## src/rtl/tdm_demux_4ch.sv

```systemverilog
`default_nettype none
// ============================================================================
// Module      : tdm_demux_4ch
// Description : Receive end of a 4-slot time-division link. Serial beats are
//               collected in slot order 0..3 into shadow registers and, once
//               slot 3 arrives, the whole frame is published to ch0..ch3 on
//               the same edge. Frame alignment follows frame_start; a
//               misaligned marker resynchronises, and two misaligned markers
//               without a completed frame between them drop the lock.
// Ports       : clk, rst           - clock, synchronous active-high reset
//               din, din_valid     - serial beat and its qualifier
//               frame_start        - marks the current valid beat as slot 0
//               ch0..ch3           - last complete frame (registered)
//               sel                - slot expected for the next valid beat
//               locked             - high while frame alignment is held
//               frame_valid        - 1-cycle pulse, ch0..ch3 just updated
//               sync_err           - 1-cycle pulse, frame_start at slot != 0
// Revision    : 1.0 - initial release
// ============================================================================
module tdm_demux_4ch #(
    parameter int WIDTH = 1
) (
    input  logic             clk,
    input  logic             rst,
    input  logic [WIDTH-1:0] din,
    input  logic             din_valid,
    input  logic             frame_start,
    output logic [WIDTH-1:0] ch0,
    output logic [WIDTH-1:0] ch1,
    output logic [WIDTH-1:0] ch2,
    output logic [WIDTH-1:0] ch3,
    output logic [1:0]       sel,
    output logic             locked,
    output logic             frame_valid,
    output logic             sync_err
);

    localparam logic [0:0] ST_HUNT   = 1'b0;
    localparam logic [0:0] ST_LOCKED = 1'b1;

    // ------------------------------------------------------------------------
    // State
    // ------------------------------------------------------------------------
    logic [0:0]       r_state;
    logic [1:0]       r_slot;
    // Set by a sync error; a second sync error while set drops the lock.
    logic             r_err_pend;
    logic [WIDTH-1:0] r_sh0;
    logic [WIDTH-1:0] r_sh1;
    logic [WIDTH-1:0] r_sh2;
    logic [WIDTH-1:0] r_ch0;
    logic [WIDTH-1:0] r_ch1;
    logic [WIDTH-1:0] r_ch2;
    logic [WIDTH-1:0] r_ch3;
    logic             r_frame_valid;
    logic             r_sync_err;

    // ------------------------------------------------------------------------
    // Next-state decisions
    // ------------------------------------------------------------------------
    logic [0:0] w_state_nxt;
    logic [1:0] w_slot_nxt;
    logic       w_err_pend_nxt;
    logic       w_wr_en;     // capture din into a shadow register
    logic [1:0] w_wr_idx;    // which shadow register (0..2)
    logic       w_complete;  // slot-3 beat closes a frame
    logic       w_sync_err;  // frame_start seen away from slot 0

    // State register
    always_ff @(posedge clk) begin
        if (rst) begin
            r_state    <= ST_HUNT;
            r_slot     <= 2'd0;
            r_err_pend <= 1'b0;
        end else begin
            r_state    <= w_state_nxt;
            r_slot     <= w_slot_nxt;
            r_err_pend <= w_err_pend_nxt;
        end
    end

    // Next-state logic
    always_comb begin
        w_state_nxt    = r_state;
        w_slot_nxt     = r_slot;
        w_err_pend_nxt = r_err_pend;
        w_wr_en        = 1'b0;
        w_wr_idx       = r_slot;
        w_complete     = 1'b0;
        w_sync_err     = 1'b0;

        if (din_valid) begin
            case (r_state)
                ST_HUNT: begin
                    if (frame_start) begin
                        w_wr_en        = 1'b1;
                        w_wr_idx       = 2'd0;
                        w_slot_nxt     = 2'd1;
                        w_state_nxt    = ST_LOCKED;
                        w_err_pend_nxt = 1'b0;
                    end
                end
                ST_LOCKED: begin
                    if (frame_start && (r_slot != 2'd0)) begin
                        w_sync_err = 1'b1;
                        if (r_err_pend) begin
                            // Second misalignment with no good frame between.
                            w_state_nxt    = ST_HUNT;
                            w_slot_nxt     = 2'd0;
                            w_err_pend_nxt = 1'b0;
                        end else begin
                            // Resync: this beat becomes slot 0 of a new frame.
                            w_err_pend_nxt = 1'b1;
                            w_wr_en        = 1'b1;
                            w_wr_idx       = 2'd0;
                            w_slot_nxt     = 2'd1;
                        end
                    end else if (r_slot == 2'd3) begin
                        w_complete     = 1'b1;
                        w_slot_nxt     = 2'd0;
                        w_err_pend_nxt = 1'b0;
                    end else begin
                        w_wr_en    = 1'b1;
                        w_wr_idx   = r_slot;
                        w_slot_nxt = r_slot + 2'd1;
                    end
                end
                default: begin
                    w_state_nxt = ST_HUNT;
                    w_slot_nxt  = 2'd0;
                end
            endcase
        end
    end

    // ------------------------------------------------------------------------
    // Datapath: shadow capture, frame publish and status pulses
    // ------------------------------------------------------------------------
    always_ff @(posedge clk) begin
        if (rst) begin
            r_sh0         <= '0;
            r_sh1         <= '0;
            r_sh2         <= '0;
            r_ch0         <= '0;
            r_ch1         <= '0;
            r_ch2         <= '0;
            r_ch3         <= '0;
            r_frame_valid <= 1'b0;
            r_sync_err    <= 1'b0;
        end else begin
            r_frame_valid <= w_complete;
            r_sync_err    <= w_sync_err;
            if (w_wr_en) begin
                case (w_wr_idx)
                    2'd0:    r_sh0 <= din;
                    2'd1:    r_sh1 <= din;
                    2'd2:    r_sh2 <= din;
                    default: r_sh0 <= r_sh0;
                endcase
            end
            // Slot 3 goes straight from din so the whole frame lands at once.
            if (w_complete) begin
                r_ch0 <= r_sh0;
                r_ch1 <= r_sh1;
                r_ch2 <= r_sh2;
                r_ch3 <= din;
            end
        end
    end

    // Output logic
    always_comb begin
        sel         = r_slot;
        locked      = (r_state == ST_LOCKED);
        ch0         = r_ch0;
        ch1         = r_ch1;
        ch2         = r_ch2;
        ch3         = r_ch3;
        frame_valid = r_frame_valid;
        sync_err    = r_sync_err;
    end

endmodule
`default_nettype wire

```

## config.mk

```make
export PLATFORM = sky130hd
export DESIGN_NAME = tdm_demux_4ch
export DESIGN_NICKNAME = d
export VERILOG_FILES = /design/src/rtl/tdm_demux_4ch.sv
export SDC_FILE = /design/constraint.sdc
export NUM_CORES = 1
export LEC_CHECK = 0
export CAP_MARGIN = 5
export CORE_MARGIN = 5
export CORE_UTILIZATION = 46
export DETAILED_ROUTE_END_ITERATION = 16
export GPL_TIMING_DRIVEN = 0
export PLACE_DENSITY = 0.79
export SETUP_SLACK_MARGIN = 0.5
export SLEW_MARGIN = 0
export SYNTH_ARGS = -nofsm -noshare
export SYNTH_HDL_FRONTEND = slang
export SYNTH_SLANG_ARGS = --single-unit
```

## constraint.sdc

```tcl
create_clock -name clk -period 2 [get_ports clk]
set_input_delay 0.3 -clock clk [delete_from_list [all_inputs] [get_ports clk]]
set_output_delay 0.3 -clock clk [all_outputs]
set_load 0.01 [all_outputs]
```

==> flow_summary.yaml, run 1 <==
cells_and_area:
  diodes: 0
  nets: 99
  postLayoutCoreUtil_pct: 68.7
  syn_to_final_growth_pct: 44.7
  layout-drive-gt1-share_pct: 27.5
  final_cell_area_um2: 883
  fin_cells: 106
setup_path:
  worst_setup_path_start_kind: "flop"
  cp.buffers_inverters: 1
  critPathRequiredTime_ns: 1.70
  worstSetupPathType: "reg -> out"
  cpLargestDelayFamily: "buffers and inverters"
  path_cells: "clkdlybuf4s50_1"
  worstPathMaxFanout: 4
  worstSetupEndpointType: "primary output"
  cp_data_arrival_time_ns: 1.17
  cp_slowest_cell: "clkdlybuf4s50_1"
  critPathMaxStageDelay_ns: 0.53
grt:
  grt_usage_pct: 14.4
  grt_pass1_wl_um: 2140
  grt_max_degree: 11
  antenna_found_initial: 0
  grt_overflow_total: 0
  grt_pass1_vias: 491
logic_synthesis:
  syn-instance-count: 70
  ys_seq_area_share_pct: 42.6
  synthMuxAreaShare_pct: 4.92
  synth_fa_ha_area_share_pct: 4.10
  ys_ff_latch: 13
  syn_nets: 77
  synthXorXnorAreaFrac_pct: 0
  synth.cell_area_um2: 611
  synth_compound_area_share_pct: 16.6
  yosys.area_share.simple_pct: 25.0
  syn_area_per_cell_um2: 8.72
  yosysWarningCount: 0
  synth_top_family_by_area: "simple AND/OR/NAND/NOR gates"
  ys_types: 21
placement:
  placed_cell_area_um2: 769
  post-place-ws_ns: 0.224
  io_buffers: 13
  gp_congestion: 0.769
  dp_cells: 98
  dpl.hpwl_um: 931
cts:
  tritoncts: "built"
  cts-buffers-inserted: 3
  cts.htree.levels: 1
  clock_path_buffers: 2
  clkTransAtPathRegs_ns: 0.07
  clk_latency_ns: 0.28
  cts_root_buf: "clkbuf_4"
  cts-hold-fix-buffers: 0
  cts.sinks: 13
detailed_routing:
  dr.pass1.iters: 4
  post_drt_wl_per_cell_um: 13.2
  wl_um: 1400
  drt_iter0_drc: 7
  final_antenna_net_count: 0
  vias: 587
  vias_per_cell: 5.54
  drc_errors: 0
pwr:
  peakVddDrop_uv: 351
  power-per-cell-area_mw_per_mm2: 579
  power.leakage_nw: 0.365
hold_path:
  hp-class: "reg -> reg"
timing:
  fin_setup_tns_ns: 0
  finalCritPeriodShare_pct: 73.7
  slew_violations: 0
  tightest_slew_ns: 0.388
  skew_ns: 0.00441
  max_freq_ghz: 0.678
  fin_crit_ns: 1.47
  worst_slack_ns: 0.526
  setup_viol_count_final: 0
  rsz0062_at_grt: "yes"
  relSlewSlack_pct: 74.1
  finalHoldViolCount: 0
floorplanning:
  io-pin-count: 14
  die_h_um: 46.4
  core_mm2: 0.00128
  die_x_um: 46.4
  num_rows: 13
  die-area_mm2: 0.00216
  start_util_pct: 47.5
status:
  status: "finished, final reports clean"
run:
  cap_violations: 0
-- sequential cells by signal, indices dropped and copies added, names as in the netlist --
signal,count
r_sh0,1
ch1,1
sync_err,1
r_sh2,1
locked,1
r_err_pend,1
ch0,1
sel,2
ch2,1
r_sh1,1
frame_valid,1
ch3,1
-- placed cells by master (no fill, tap or decap), drive strengths merged --
cell type,count
o21ai,3
clkdlybuf4s50,10
nand2b,3
buf,6
a221oi,1
dlymetal6s2s,2
ha,2
nand2,6
nor2,8
and3,1
dlygate4sd2,1
clkbuf,6
a22oi,1
nand4,3
inv,3
o32ai,1
nor3b,1
nand3,5
mux2i,3
nor3,1
a31oi,1
and2,2
a21oi,8
dfxtp,13
-- layout make-up --
cell class              instances  area (µm²)
well taps                      15        18.8
multi-input cells              50         354
inverters                       3        13.8
clock buffers                   4        26.3
fillers                       110         402
repair buffers                 17         168
plain buffers                   4        31.3
flip-flops and latches         13         272
-- power breakdown --
part | switching (W) | leakage [nW] | total (W) | internal [W]
Combinational | 0.0000400 | 0.243 | 0.0000851 | 0.0000451
Clock | 0.0000792 | 0.0150 | 0.000157 | 0.0000775
Sequential | 0.00000650 | 0.107 | 0.000269 | 0.000263
Total | 0.000126 | 0.365 | 0.000511 | 0.000385
-- logic make-up after synthesis --
| kind of cell | count (synthesis) |
|---|---|
| multiplexers | 3 |
| AO/OA/AOI/OAI | 15 |
| buffers and inverters | 7 |
| flip-flops | 13 |
| AND/OR/NAND/NOR | 30 |
| adder cells (fa/ha/maj) | 2 |
-- repair_timing --
| item | CTS | global route |
|---|---|---|
| buffers inserted | 3 | 1 |
| pin swaps | 2 | 3 |
| endpoints found under the setup margin | 6 | 11 |
| gates resized for setup | 7 | 10 |
-- stage by stage --
stage	total power (W)	hold slack [ns]
2_1_floorplan	0.000314	0.369
3_3_place_gp	0.000340	0.446
3_5_place_dp	0.000341	0.447
4_1_cts	0.000508	0.458
5_1_grt	0.000536	0.489
6_report	0.000511	0.457
-- synth_stat cells (all sizes together) --
master,number,area [µm²]
dfxtp,13,260
a21oi,8,40.0
nor2,8,30.0
nand2,6,22.5
nand3,5,25.0
inv,3,11.3
mux2i,3,30.0
nand2b,3,18.8
nand4,3,18.8
o21ai,3,15.0
and2,2,17.5
buf,2,22.5
clkbuf,2,7.51
ha,2,25.0
a221oi,1,8.76
a22oi,1,7.51
a31oi,1,21.3
and3,1,7.51
nor3,1,5.00
nor3b,1,7.51
o32ai,1,8.76
-- path summary, 6_finish.rpt --
path                                     startpoint                  to  slack, ns  cells after the start
worst min-delay path               ch3$_SDFFE_PP0P_    ch3$_SDFFE_PP0P_       0.46                      2
worst max register to register  sel[1]$_SDFFE_PP0P_  r_sh0$_SDFFE_PP0P_       0.55                      8
worst min register to register     ch3$_SDFFE_PP0P_    ch3$_SDFFE_PP0P_       0.46                      2
worst max-delay path            sel[0]$_SDFFE_PP0P_              sel[0]       0.53                      1
-- routing by layer --
metal	GRT usage [%]	routed length [µm]	vias to the layer above
li1	-	-	287
met1	16.0	577	273
met2	24.5	690	25
met3	5.86	128	2
met4	5.11	6	0
met5	0	0	-
Note: power is estimated with default switching activity, not from simulation.
==> run 2, diff against run 1 <==
--- a/config.mk
+++ b/config.mk
@@ -7,10 +7,10 @@
 export LEC_CHECK = 0
 export CAP_MARGIN = 5
 export CORE_MARGIN = 5
-export CORE_UTILIZATION = 46
+export CORE_UTILIZATION = 42
 export DETAILED_ROUTE_END_ITERATION = 16
 export GPL_TIMING_DRIVEN = 0
-export PLACE_DENSITY = 0.79
+export PLACE_DENSITY = 0.76
 export SETUP_SLACK_MARGIN = 0.5
 export SLEW_MARGIN = 0
 export SYNTH_ARGS = -nofsm -noshare
==> constraint.sdc (replaced) <==
create_clock -name clk -period 1.34 [get_ports clk]
set_input_delay 0.201 -clock clk [delete_from_list [all_inputs] [get_ports clk]]
set_output_delay 0.201 -clock clk [all_outputs]
set_load 0.01 [all_outputs]
==> run 2 against run 1 <==
  * First-iteration DRC count is the same
  * Critical endpoint is now r_sh0$_SDFFE_PP0P_
  * Combinational power grew 92%
  * Final area grew 19%
  * Register-to-register slack lost 0.64 ns
  * Core utilization grew 10 points
  * Die area grew 7.5%
  * The run now ends with negative setup slack left
==> flow_summary.yaml, run 2 (synthesized netlist as in run 1, its figures left out) <==
cells_and_area:
  fillers: 90
  final_cell_area_mm2: 0.00105
  final_cell_mix: "buf_4 (13), buf_6 (11), nor2_1 (6), dfxtp_2 (6)"
  diodes: 0
  postLayoutCoreUtil_pct: 78.9
  syn_to_final_growth_pct: 72.3
  fin_cells: 117
  nets: 110
  final_common_cell: "buf_4"
  layout-drive-gt1-share_pct: 59.8
  largest_register_ff_count: 2
setup_path:
  cp_slowest_cell: "dfxtp_4"
  cp.buffers_inverters: 3
  worstSetupPathType: "reg -> reg"
  reg2reg_slack_ns: -0.09
  path_cells: "inv_4 > ha_4 > nand2b_4 > buf_6 > and2_4 > buf_6 > a31oi_4 > mux2i_1"
  critical_path.most_common_cell: "buf_6"
  worstPathMaxFanout: 6
  worstSetupEndpointType: "flop"
  worst_setup_path_start_kind: "flop"
  cp_data_arrival_time_ns: 1.65
  critPathRequiredTime_ns: 1.55
  critPathMaxStageDelay_ns: 0.37
  cpLargestDelayFamily: "flip-flops"
floorplanning:
  num_rows: 13
  io-pin-count: 14
  start_util_pct: 45.8
  die_h_um: 48.1
  die_x_um: 48.1
  die-area_mm2: 0.00232
  core_mm2: 0.00133
placement:
  gp_congestion: 0.820
  dpl.hpwl_um: 920
  dp_cells: 98
  io_buffers: 13
  placed_cell_area_um2: 793
detailed_routing:
  drt_iter0_drc: 7
  dr.pass1.iters: 4
  dr_wl_met2_um: 904
  vias_per_cell: 5.41
  post_drt_wl_per_cell_um: 14.6
  highest_layer: "met4"
  final_antenna_net_count: 0
  vias: 633
  drc_errors: 0
  wl_um: 1710
  wl_met3_um: 99
  wirelength_met1_um: 675
cts:
  cts-hold-fix-buffers: 0
  clk_latency_ns: 0.28
  cts_root_buf: "clkbuf_4"
  tritoncts: "built"
  clkTransAtPathRegs_ns: 0.08
  cts-buffers-inserted: 3
  cts.sinks: 13
  clock_path_buffers: 2
  cts.htree.levels: 1
timing:
  skew_ns: 0.00535
  worst_slack_ns: -0.0926
  fin_crit_ns: 1.43
  max_freq_ghz: 0.698
  finalCritPeriodShare_pct: 107
  slew_violations: 0
  rsz0062_at_grt: "yes"
  relSlewSlack_pct: 73.9
  setup_viol_count_final: 9
  fin_setup_tns_ns: -0.477
  tightest_slew_ns: 0.388
  finalHoldViolCount: 0
grt:
  grt_usage_pct: 16.8
  grt_pass1_vias: 604
  grt_overflow_total: 0
  antenna_found_initial: 0
  grt_pass1_wl_um: 2700
  grt_max_degree: 11
hold_path:
  hp-class: "in -> reg"
pwr:
  power.leakage_nw: 0.450
  peakVddDrop_uv: 852
  power-per-cell-area_mw_per_mm2: 770
status:
  status: "finished with violations"
  violations: "negative setup slack"
run:
  cap_violations: 0
-- run 2: changes by cell type in the layout (fill, tap and decap cells not counted), moves of 2 or more --
cell,previous run,this run
nand2_1,6,3
dfxtp_2,0,6
buf_2,0,2
a21oi_2,0,5
buf_4,3,13
clkdlybuf4s50_1,10,1
buf_6,3,11
a21oi_1,8,3
nand2_2,0,3
dfxtp_1,10,5
-- run 2: path summary, 6_finish.rpt --
path                                          start                  end  cells after the start
worst max-delay path            sel[0]$_SDFFE_PP0P_   r_sh0$_SDFFE_PP0P_                      8
worst min-delay path                            rst  sel[0]$_SDFFE_PP0P_                      2
worst max register to register  sel[0]$_SDFFE_PP0P_   r_sh0$_SDFFE_PP0P_                      8
worst min register to register     ch2$_SDFFE_PP0P_     ch2$_SDFFE_PP0P_                      2
-- run 2: layout make-up --
cell class | instances | area [µm²] | area share (%)
buffer | 4 | 43.8 | 4.16
sequential | 13 | 275 | 26.2
timing repair buffer | 28 | 254 | 24.1
tap | 15 | 18.8 | 1.78
clock buffer | 4 | 26.3 | 2.50
multi-input combinational | 50 | 418 | 39.7
inverter | 3 | 16.3 | 1.55
-- run 2: layer usage --
metal	track usage (%)	vias up
li1	-	310
met1	19.2	298
met2	29.0	21
met3	6.27	4
met4	4.84	0
met5	0	-
-- run 2: where the power goes --
group          total [W]  internal, W  switching, W
sequential      0.000403     0.000393    0.00000976
clock           0.000245     0.000115      0.000130
combinational   0.000163    0.0000873     0.0000758
total           0.000811     0.000596      0.000215
-- run 2: repair_timing --
item	in CTS	in global routing
gates resized for setup	60	15
endpoints found under the setup margin	22	22
setup buffers	10	5
pin swaps	11	5
-- run 2: worst reg2reg max path: cells and delay by family, from the launching register on --
kind,cells,cell delay [ns]
buffers and inverters,3,0.29
AOI/OAI and AO/OA,1,0.13
adders and majority gates,1,0.14
and+or+nand+nor,2,0.26
muxes,1,0.18
DFF,1,0.37
-- run 2: per-stage QoR --
step                power (W)  hold WS (ns)  worst slack, ns
floorplan            0.000477         0.270          -0.0910
global placement     0.000516         0.445           -0.290
detailed placement   0.000518         0.451           -0.316
CTS                  0.000796         0.469           -0.116
global route         0.000859         0.266           -0.149
finish               0.000811         0.243          -0.0926
==> patch (config.mk and constraints of run 2) <==
Register the input `din` before use, cleared by the reset. The logic sees it one clock later. The other inputs are not delayed to match.
--- a/src/rtl/tdm_demux_4ch.sv
+++ b/src/rtl/tdm_demux_4ch.sv
@@ -39,2 +39,12 @@
     localparam logic [0:0] ST_LOCKED = 1'b1;
+
+    logic [WIDTH-1:0] din_q;
+
+    always_ff @(posedge clk) begin
+        if (rst) begin
+            din_q <= '0;
+        end else begin
+            din_q <= din;
+        end
+    end
 
@@ -154,5 +164,5 @@
                 case (w_wr_idx)
-                    2'd0:    r_sh0 <= din;
-                    2'd1:    r_sh1 <= din;
-                    2'd2:    r_sh2 <= din;
+                    2'd0:    r_sh0 <= din_q;
+                    2'd1:    r_sh1 <= din_q;
+                    2'd2:    r_sh2 <= din_q;
                     default: r_sh0 <= r_sh0;
@@ -165,3 +175,3 @@
                 r_ch2 <= r_sh2;
-                r_ch3 <= din;
+                r_ch3 <= din_q;
             end
Behaviour: not the same (a bounded check fails within 10 cycles, from zero or initial values and one cycle with rst high).
==> patch against run 2 <==
- setup slack lost 0.17 ns
- the run still ends with setup timing left
- combinational power grew 4%
- largest power group unchanged
- sequential cell count grew 1
- hold slack gained 0.20 ns
- total power grew 8.5%
- via count shrank 6.2%
- cell area shrank 2.3%
- count of clock-buffer cells in the layout is the same
- non-clock buffer count shrank 3
- wire length grew 8.3%
- synthesized area grew 0.61%
==> patch: results (changes against run 2) <==
status finished, violations left; failing checks setup timing; HP Start frame_start; TritonRoute pass-1 iters 4 (unchanged); Worst Hold Class input pin to register; setup TNS -1.35 ns (-0.873 ns); Syn Inst Count 65 (-7.1%); slowest CP cell dfxtp_4; Clock Tree Buf Depth 2 (unchanged); slew at the pin with the worst max-slew slack 0.351 ns (-0.0369 ns); largest net degree at the start of global routing 11 (unchanged); Post-DP HPWL 864 um (-6.1%); number of flip-flops in the largest register 2 (unchanged); routability cong. 0.781 (-4.8%); post-synth net total 72 (-6.5%); Root Buffer clkbuf_4; endpoints failing setup 9 (unchanged); CTS buffer count 3 (unchanged); reg2reg path depth 7 (-1); via count 594 (-6.2%); initial DRC count 9 (+2); worst-skew pair later-pin latency 0.30 ns (+0.02 ns); worst reg2reg path startpoint sel[0]; FFs w/ async S/R, synth 0% (unchanged); CP max FO 5 (-1); max incr delay on CP 0.40 ns (+0.03 ns); end of the critical path r_sh0; synth warn 0 (unchanged); ys flop type dfxtp_1; arrival time worst endpoint 1.82 ns (+0.17 ns); dpl cell area 791 um2 (-0.32%); total wire length 1850 um (+8.3%); initial antenna violation count 0 (unchanged); DP Worst Slack -0.397 ns (-0.0809 ns); ratio of cells with drive above 1 in the final layout 52.6% (-7.2 points); fillers 80 (-11%); Yosys cell types 21 (unchanged); first-pass GRT wire length 2770 um (+2.8%); synth cell count leaders dfxtp_1, nor2_1, mux2i_1; Max VDD drop 0.709 mV (-17%); # H-tree levels 1 (unchanged); kind of critical path register to register; Pleak 0.416 nW (-7.6%); Clock Skew 0.00205 ns (-0.00331 ns); final setup margin -0.262 ns (-0.169 ns); Switching Share 28.2% (+1.6 points); Seq/Total Area, Yosys 45.6% (+3.0 points); Synth area leaders dfxtp_1, mux2i_1, nor2_1; Ant. Diodes 0 (unchanged); fin. max-slew vios 0 (unchanged); Placed Cells incl. Taps 93 (-5.1%); fin cells 112 (-4.3%); clk slew on worst S/H paths 0.09 ns; global-route usage over all layers 17.5% (+0.73 points); Port Buffers 13 (unchanged)
[patch: cell families after synthesis]
family,synth area share [%]
DFF,45.6
adders and majority gates,4.07
muxes,11.4
buffers and inverters,1.83
AOI/OAI and AO/OA,7.53
and+or+nand+nor,29.5
[patch: timing repair]
action                                 4_1_cts  5_1_grt
pin swaps                                   10        5
resized for setup                           56       16
setup buffers                               12        3
endpoints found under the hold margin        0        0
setup endpoints to repair                   22       22
[patch: power groups by stage]
stage          clock, mW  combinational, mW  sequential, mW
2_1_floorplan          0             0.0471           0.449
3_3_place_gp           0             0.0856           0.449
3_5_place_dp           0             0.0867           0.449
4_1_cts            0.253              0.141           0.435
5_1_grt            0.309              0.181           0.437
6_report           0.275              0.169           0.436
[patch: cell type report]
| class | count | area, um2 | area share [%] |
|---|---|---|---|
| multi-input cells | 48 | 390 | 38.0 |
| inverters | 2 | 12.5 | 1.22 |
| flip-flops and latches | 14 | 297 | 28.8 |
| well taps | 15 | 18.8 | 1.82 |
| plain buffers | 1 | 13.8 | 1.34 |
| clock buffers | 4 | 26.3 | 2.55 |
| repair buffers | 28 | 270 | 26.3 |
[patch: how the worst min path moves through the flow]
stage                    end  slack [ns]  cells after the start
global route        sync_err        0.43                      3
global placement       r_sh0        0.47                      2
detailed placement     r_sh0        0.48                      2
finish              sync_err        0.44                      3
CTS                 sync_err        0.44                      3
floorplan              din_q        0.27                      1
[patch: metal layers]
metal / wire length (um) / global-route usage [%]
met4: 32 / 9.68
met2: 947 / 28.4
met3: 77 / 3.69
met1: 791 / 21.3
met5: 0 / 0
[patch: worst max-delay path: cells and delay by family (launching register included)]
family	cells	cell delay [ns]
AO/OA/AOI/OAI	1	0.24
adder cells (fa/ha/maj)	1	0.15
buffers and inverters	2	0.16
flip-flops	1	0.40
multiplexers	1	0.25
AND/OR/NAND/NOR	2	0.34
